File: config.mk
export PLATFORM = sky130hd
export DESIGN_NAME = execute_eflags_reg
export DESIGN_NICKNAME = d
export VERILOG_FILES = /design/src/rtl/execute_eflags_reg.sv
export SDC_FILE = /design/constraint.sdc
export NUM_CORES = 1
export LEC_CHECK = 0
export CAP_MARGIN = 25
export CORE_ASPECT_RATIO = 0.8
export CORE_MARGIN = 3
export CORE_UTILIZATION = 39
export DETAILED_ROUTE_END_ITERATION = 8
export GPL_ROUTABILITY_DRIVEN = 0
export PLACE_DENSITY = 0.81
export SYNTH_ARGS = -nofsm -noshare
export SYNTH_HDL_FRONTEND = slang
export SYNTH_SLANG_ARGS = --single-unit
File: constraint.sdc
create_clock -name clk -period 1.6 [get_ports clk]
set_input_delay 0.48 -clock clk [delete_from_list [all_inputs] [get_ports clk]]
set_output_delay 0.48 -clock clk [all_outputs]
set_load 0.005 [all_outputs]
File: src/rtl/execute_eflags_reg.sv
// Speculative/committed EFLAGS for the execute stage plus a registered Jcc/SETcc/CMOVcc condition resolver.
// Optional DF set/clear side inputs are compiled in with EFLAGS_DF_EN.
`ifndef REG_W
`define REG_W 32
`endif
`ifndef EFLAGS_CF
`define EFLAGS_CF 0
`endif
`ifndef EFLAGS_PF
`define EFLAGS_PF 2
`endif
`ifndef EFLAGS_ZF
`define EFLAGS_ZF 6
`endif
`ifndef EFLAGS_SF
`define EFLAGS_SF 7
`endif
`ifndef EFLAGS_DF
`define EFLAGS_DF 10
`endif
`ifndef EFLAGS_OF
`define EFLAGS_OF 11
`endif

module execute_eflags_reg (
  input  logic              clk,
  input  logic              rstn,
  input  logic              stall,
  input  logic              flush,
  input  logic              wr_en,
  input  logic [`REG_W-1:0] eflags_in,
  input  logic              commit_en,
  input  logic [`REG_W-1:0] commit_eflags,
  input  logic              cond_valid,
  input  logic [3:0]        cond_code,
`ifdef EFLAGS_DF_EN
  input  logic              set_df,
  input  logic              clr_df,
`endif
  output logic [`REG_W-1:0] eflags_as_src,
  output logic [`REG_W-1:0] eflags_committed,
  output logic              taken_valid,
  output logic              taken
);

  localparam logic [`REG_W-1:0] RESET_VAL = `REG_W'h2;

  logic [`REG_W-1:0] spec_q;
  logic [`REG_W-1:0] comm_q;
  logic [`REG_W-1:0] spec_d;
  logic              cond_hit;
  logic              cond_res;

  // Bit 1 is hardwired to 1; bits 3, 5 and 15 are reserved-zero.
  function automatic logic [`REG_W-1:0] fix_rsvd(input logic [`REG_W-1:0] v);
    logic [`REG_W-1:0] r;
    r     = v;
    r[1]  = 1'b1;
    r[3]  = 1'b0;
    r[5]  = 1'b0;
    r[15] = 1'b0;
    return r;
  endfunction

  always_comb begin
    spec_d = spec_q;
    if (flush) begin
      spec_d = commit_en ? commit_eflags : comm_q;
    end else if (!stall) begin
      if (wr_en) begin
        spec_d = eflags_in;
      end
`ifdef EFLAGS_DF_EN
      else if (clr_df) begin
        spec_d[`EFLAGS_DF] = 1'b0;
      end else if (set_df) begin
        spec_d[`EFLAGS_DF] = 1'b1;
      end
`endif
    end
  end

  always_ff @(posedge clk or negedge rstn) begin
    if (!rstn) begin
      spec_q <= RESET_VAL;
      comm_q <= RESET_VAL;
    end else begin
      spec_q <= fix_rsvd(spec_d);
      if (commit_en) begin
        comm_q <= fix_rsvd(commit_eflags);
      end
    end
  end

  // Pairs of condition codes share a predicate; the low bit inverts it.
  always_comb begin
    cond_hit = 1'b0;
    case (cond_code[3:1])
      3'd0: cond_hit = spec_q[`EFLAGS_OF];
      3'd1: cond_hit = spec_q[`EFLAGS_CF];
      3'd2: cond_hit = spec_q[`EFLAGS_ZF];
      3'd3: cond_hit = spec_q[`EFLAGS_CF] | spec_q[`EFLAGS_ZF];
      3'd4: cond_hit = spec_q[`EFLAGS_SF];
      3'd5: cond_hit = spec_q[`EFLAGS_PF];
      3'd6: cond_hit = spec_q[`EFLAGS_SF] ^ spec_q[`EFLAGS_OF];
      3'd7: cond_hit = spec_q[`EFLAGS_ZF] | (spec_q[`EFLAGS_SF] ^ spec_q[`EFLAGS_OF]);
      default: cond_hit = 1'b0;
    endcase
    cond_res = cond_valid & (cond_hit ^ cond_code[0]);
  end

  always_ff @(posedge clk or negedge rstn) begin
    if (!rstn) begin
      taken_valid <= 1'b0;
      taken       <= 1'b0;
    end else if (flush) begin
      taken_valid <= 1'b0;
    end else if (!stall) begin
      taken_valid <= cond_valid;
      taken       <= cond_res;
    end
  end

  assign eflags_as_src    = spec_q;
  assign eflags_committed = comm_q;

endmodule
### Word-level counts from Yosys, hierarchy flattened

Index checks and enable logic that the tools add are counted.

* register bits: 58
* logic and storage cells: 30
* input port bits: 75

* muxes and demuxes: 7
* bitwise logic cells: 7
* reductions and logical operators: 4
* equal/unequal tests: 8

Operators by type and width (number)
* two-way mux 32 bit: 4
* == test 3 bit, second input constant: 4
* case mux 1 bit (8 select lines): 1
* == test 3 x 2 -> 1 bit, second input constant: 2
* AND reduction 2 bit: 2
* == test 3 x 1 -> 1 bit, second input constant: 1
* logical NOT 3 bit: 1
* two-way mux 1 bit: 2
* != test 2 x 1 -> 1 bit, second input constant: 1
* inverter 1 bit: 2
* OR 1 bit: 2
* nonzero test 2 bit: 1
* bitwise XOR 1 bit: 2
* bitwise AND 1 bit: 1

### Logic depth before layout (Yosys ltp)

* depth in word-level cells: 5
* depth in mapped cells: 5
* gate-level depth less buffers: 5

### Least setup slack after synthesis

OpenSTA, ideal clock, no wires.

* path type: input port to flip-flop
* from: in commit_en
* to: reg spec_q[21] (netlist: eflags_as_src[21])
* stages on the path: 5
* slack: 0.100 ns
* data required time: 1.466 ns
* setup time: 0.134 ns
* arrival time: 1.366 ns
* cells stage by stage: buf_2 buf_2 mux2_2 nand2_1 o21ai_0

* cells in the longest elaborated chain, start to end: 2

Ends and longest elaborated chain
* start, declared: RTL line 32 `input logic commit_en,`
* two-way mux 32 bit: RTL line 68 `spec_d = commit_en ? commit_eflags : comm_q;`
* two-way mux 32 bit: RTL line 67 `if (flush) begin`
* end signal, assigned: RTL line 88 `spec_q <= fix_rsvd(spec_d);`
* end, declared: RTL line 48 `` logic [`REG_W-1:0] spec_q; ``

No other way between the ends.
A chain may end at the register's enable or synchronous reset.

### Final worst setup path

* from: reg spec_q[11] (netlist: eflags_as_src[11])
* to: out eflags_as_src[11]

RTL lines
* end, declared: RTL line 40 `` output logic [`REG_W-1:0] eflags_as_src, ``

No word-level cell between the ends.

==> impl_results.md <==
* Outcome: completed
* Placed cell areas at 3910 um^2
* Hold Crit Class: input port to async pin
* Post-synthesis simple-gate area fraction at 5.88%
* Clock transition at path regs at 0.06 ns
* Placed cells at 411
* Worst-Skew Late Latency at 0.32 ns
* CTS Root Cell: clkbuf_8
* Synth Area in Compound Gates at 7.35%
* Clk_skew at 0.00715 ns
* Final net count at 423
* Drt via density at 4.70
* Fmax at 0.643 GHz
* PnR worst setup slack at 0.0455 ns
* Vias in the first global route at 2,082
* P per Cell Area at 954 nW/um^2
* CTS H-Tree Depth at 3
* CTS tree: done
* Commonest non-fill, non-tap cell in the layout: clkdlybuf4s50_1
* Port bufs at 124
* #FFs+latches synth at 58
* Antenna violations before repair at 0
* Total length of routed wires at 6530 um
* Largest family of logic cells by synthesized area: multiplexers
* VDD IR max at 0.000594 V
* First-pass GRT wire length at 10,400 um
* Leakage at 2.01 nW
* Fill count at 519
* Wirelength per Cell at 15.1 um
* Type of origin of the critical path: flop
* Max-cap viol count at 0
* Finished Core Util at 66.9%
* Xor and xnor fraction of the mapped netlist area at 0.686%
* Die Y at 78.4 um
* Max-slew violation total from the final report at 0
* Syn_area_per_cell at 12.1 um^2
* GRT Resource Usage Total at 18.1%
* Core area at 6130 um^2
* CP Capture Type: output pin
* DRC Markers at 0
* Multiplexer share of the synthesized area at 23.7%
* DRT Pass-1 Iters at 4
* Period utilisation layout at 97.2%
* 1st-iter DRT viols at 59
* Row cnt at 25
* Dpl hpwl at 4710 um
* Max Root-Sink Buffers at 2
* Layout cells sized above 1 at 17.9%
* Most frequent cells in the layout: clkdlybuf4s50_1, dfrtp_1, dlygate4sd2_1
* Cells after Synth at 211
* Placement Setup Slack at -0.326 ns
* WP data arrival at 1.07 ns
* Fin area at 4100 um^2
* Post-synthesis sequential area ratio at 56.8%
* DR vias at 2,036
* GRT overflow at 0
* Mapped Area at 2550 um^2
* Final number of setup-violating endpoints at 0
* DIE AREA at 7560 um^2
* Antenna diodes at 0
* Number of buffers created by CTS at 9
* Post-route ant nets at 0
* Post-layout minimum cycle time at 1.55 ns
* Top-Level Pins at 141
* Initial core utilization at 41.7%
* Synthesis-to-finish area growth at 60.7%
* Synth unique cells at 22
* Die width at 96.5 um
* Synth Area in Adders at 0%
* Critical path fanouts, max at 2
* Setup TNS at 0 ns
* Non-Filler Instances at 433
* Req. time, crit path at 1.12 ns
* Synthesis Warnings at 0
* CP Class: flop to output pin
* Clock sinks at 58
* Largest net degree at the start of global routing at 59
* Final hold vios at 0
-- state kept, by name, summed over array words and instances, names as in the netlist --
signal,flops
eflags_as_src,28
eflags_committed,28
taken,1
taken_valid,1
-- per-stage QoR --
stage,power [mW],hold WS (ns)
5_1_grt,4.15,0.158
6_report,3.91,0.147
4_1_cts,3.97,0.144
3_5_place_dp,2.67,0.509
2_1_floorplan,2.06,0.184
3_3_place_gp,2.65,0.496
-- cell families after synthesis --
logic type | after synthesis
AO/OA/AOI/OAI | 34
other | 2
buffers and inverters | 21
XOR/XNOR | 2
multiplexers | 57
flip-flops | 58
AND/OR/NAND/NOR | 37
-- synthesized netlist by cell type --
master | number | area, um^2
a211o_1 | 1 | 8.76
a21oi_1 | 1 | 5.00
a221oi_2 | 1 | 15.0
and3_2 | 1 | 7.51
buf_1 | 2 | 7.51
buf_2 | 2 | 10.0
buf_4 | 10 | 75.1
buf_6 | 2 | 22.5
clkbuf_1 | 4 | 15.0
conb_1 | 2 | 7.51
dfrtp_1 | 58 | 1450
inv_1 | 1 | 3.75
mux2_2 | 28 | 315
mux2i_1 | 29 | 290
nand2_1 | 31 | 116
nand2b_1 | 2 | 12.5
nor2_1 | 2 | 7.51
nor2b_1 | 1 | 6.26
o21ai_0 | 26 | 130
o21ai_1 | 4 | 20.0
o221ai_1 | 1 | 8.76
xor2_1 | 2 | 17.5
-- critical path, stage by stage, from the launching register on --
cell and delay (ns):
dfrtp_1 0.38, buf_4 0.13, dlygate4sd2_1 0.25
-- path summary, 6_finish.rpt --
| kind | slack [ns] | endpoint | cells after the start | startpoint |
|---|---|---|---|---|
| setup / recovery | 0.05 | eflags_as_src[11] | 2 | eflags_as_src[11]$_DFFE_PN0P_ |
| hold / removal | 0.15 | eflags_committed[0]$_DFFE_PN0P_ | 2 | rstn |
| setup reg to reg | 0.12 | taken$_DFFE_PN0P_ | 6 | eflags_as_src[11]$_DFFE_PN0P_ |
| hold reg to reg | 0.52 | eflags_committed[14]$_DFFE_PN0P_ | 1 | eflags_committed[14]$_DFFE_PN0P_ |
| max in group asynchronous | 1.20 | eflags_as_src[14]$_DFFE_PN0P_ | 2 | rstn |
| min in group clk | 0.52 | eflags_committed[14]$_DFFE_PN0P_ | 1 | eflags_committed[14]$_DFFE_PN0P_ |
-- power by group --
part | internal, mW | switching (mW) | total, mW
Clock | 0.836 | 0.530 | 1.37
Sequential | 1.63 | 0.0807 | 1.71
Combinational | 0.508 | 0.326 | 0.834
-- final cells by class --
| cell class | instances | area [um^2] | share of cell area (%) |
|---|---|---|---|
| clock buffer | 13 | 169 | 4.12 |
| clock inverter | 2 | 35.0 | 0.854 |
| inverter | 1 | 3.75 | 0.0915 |
| multi-input combinational | 138 | 993 | 24.2 |
| sequential | 58 | 1450 | 35.4 |
| tap | 81 | 101 | 2.47 |
| timing repair buffer | 140 | 1350 | 32.9 |
-- repair_timing --
action	CTS	global route
setup endpoints to repair	58	1
resized for setup	58	3
setup buffers	6	1
hold buffers	0	0
pin swaps	0	4
-- per-layer routing --
layer	share of wire, %	global-route usage [%]	routed length (um)	up-vias
li1	-	-	-	986
met1	40	21.6	2610	966
met2	51	30.1	3310	77
met3	8.4	6.80	547	7
met4	0.96	5.60	63	0
met5	0	0	0	-
(Power assumes the default switching activity.)
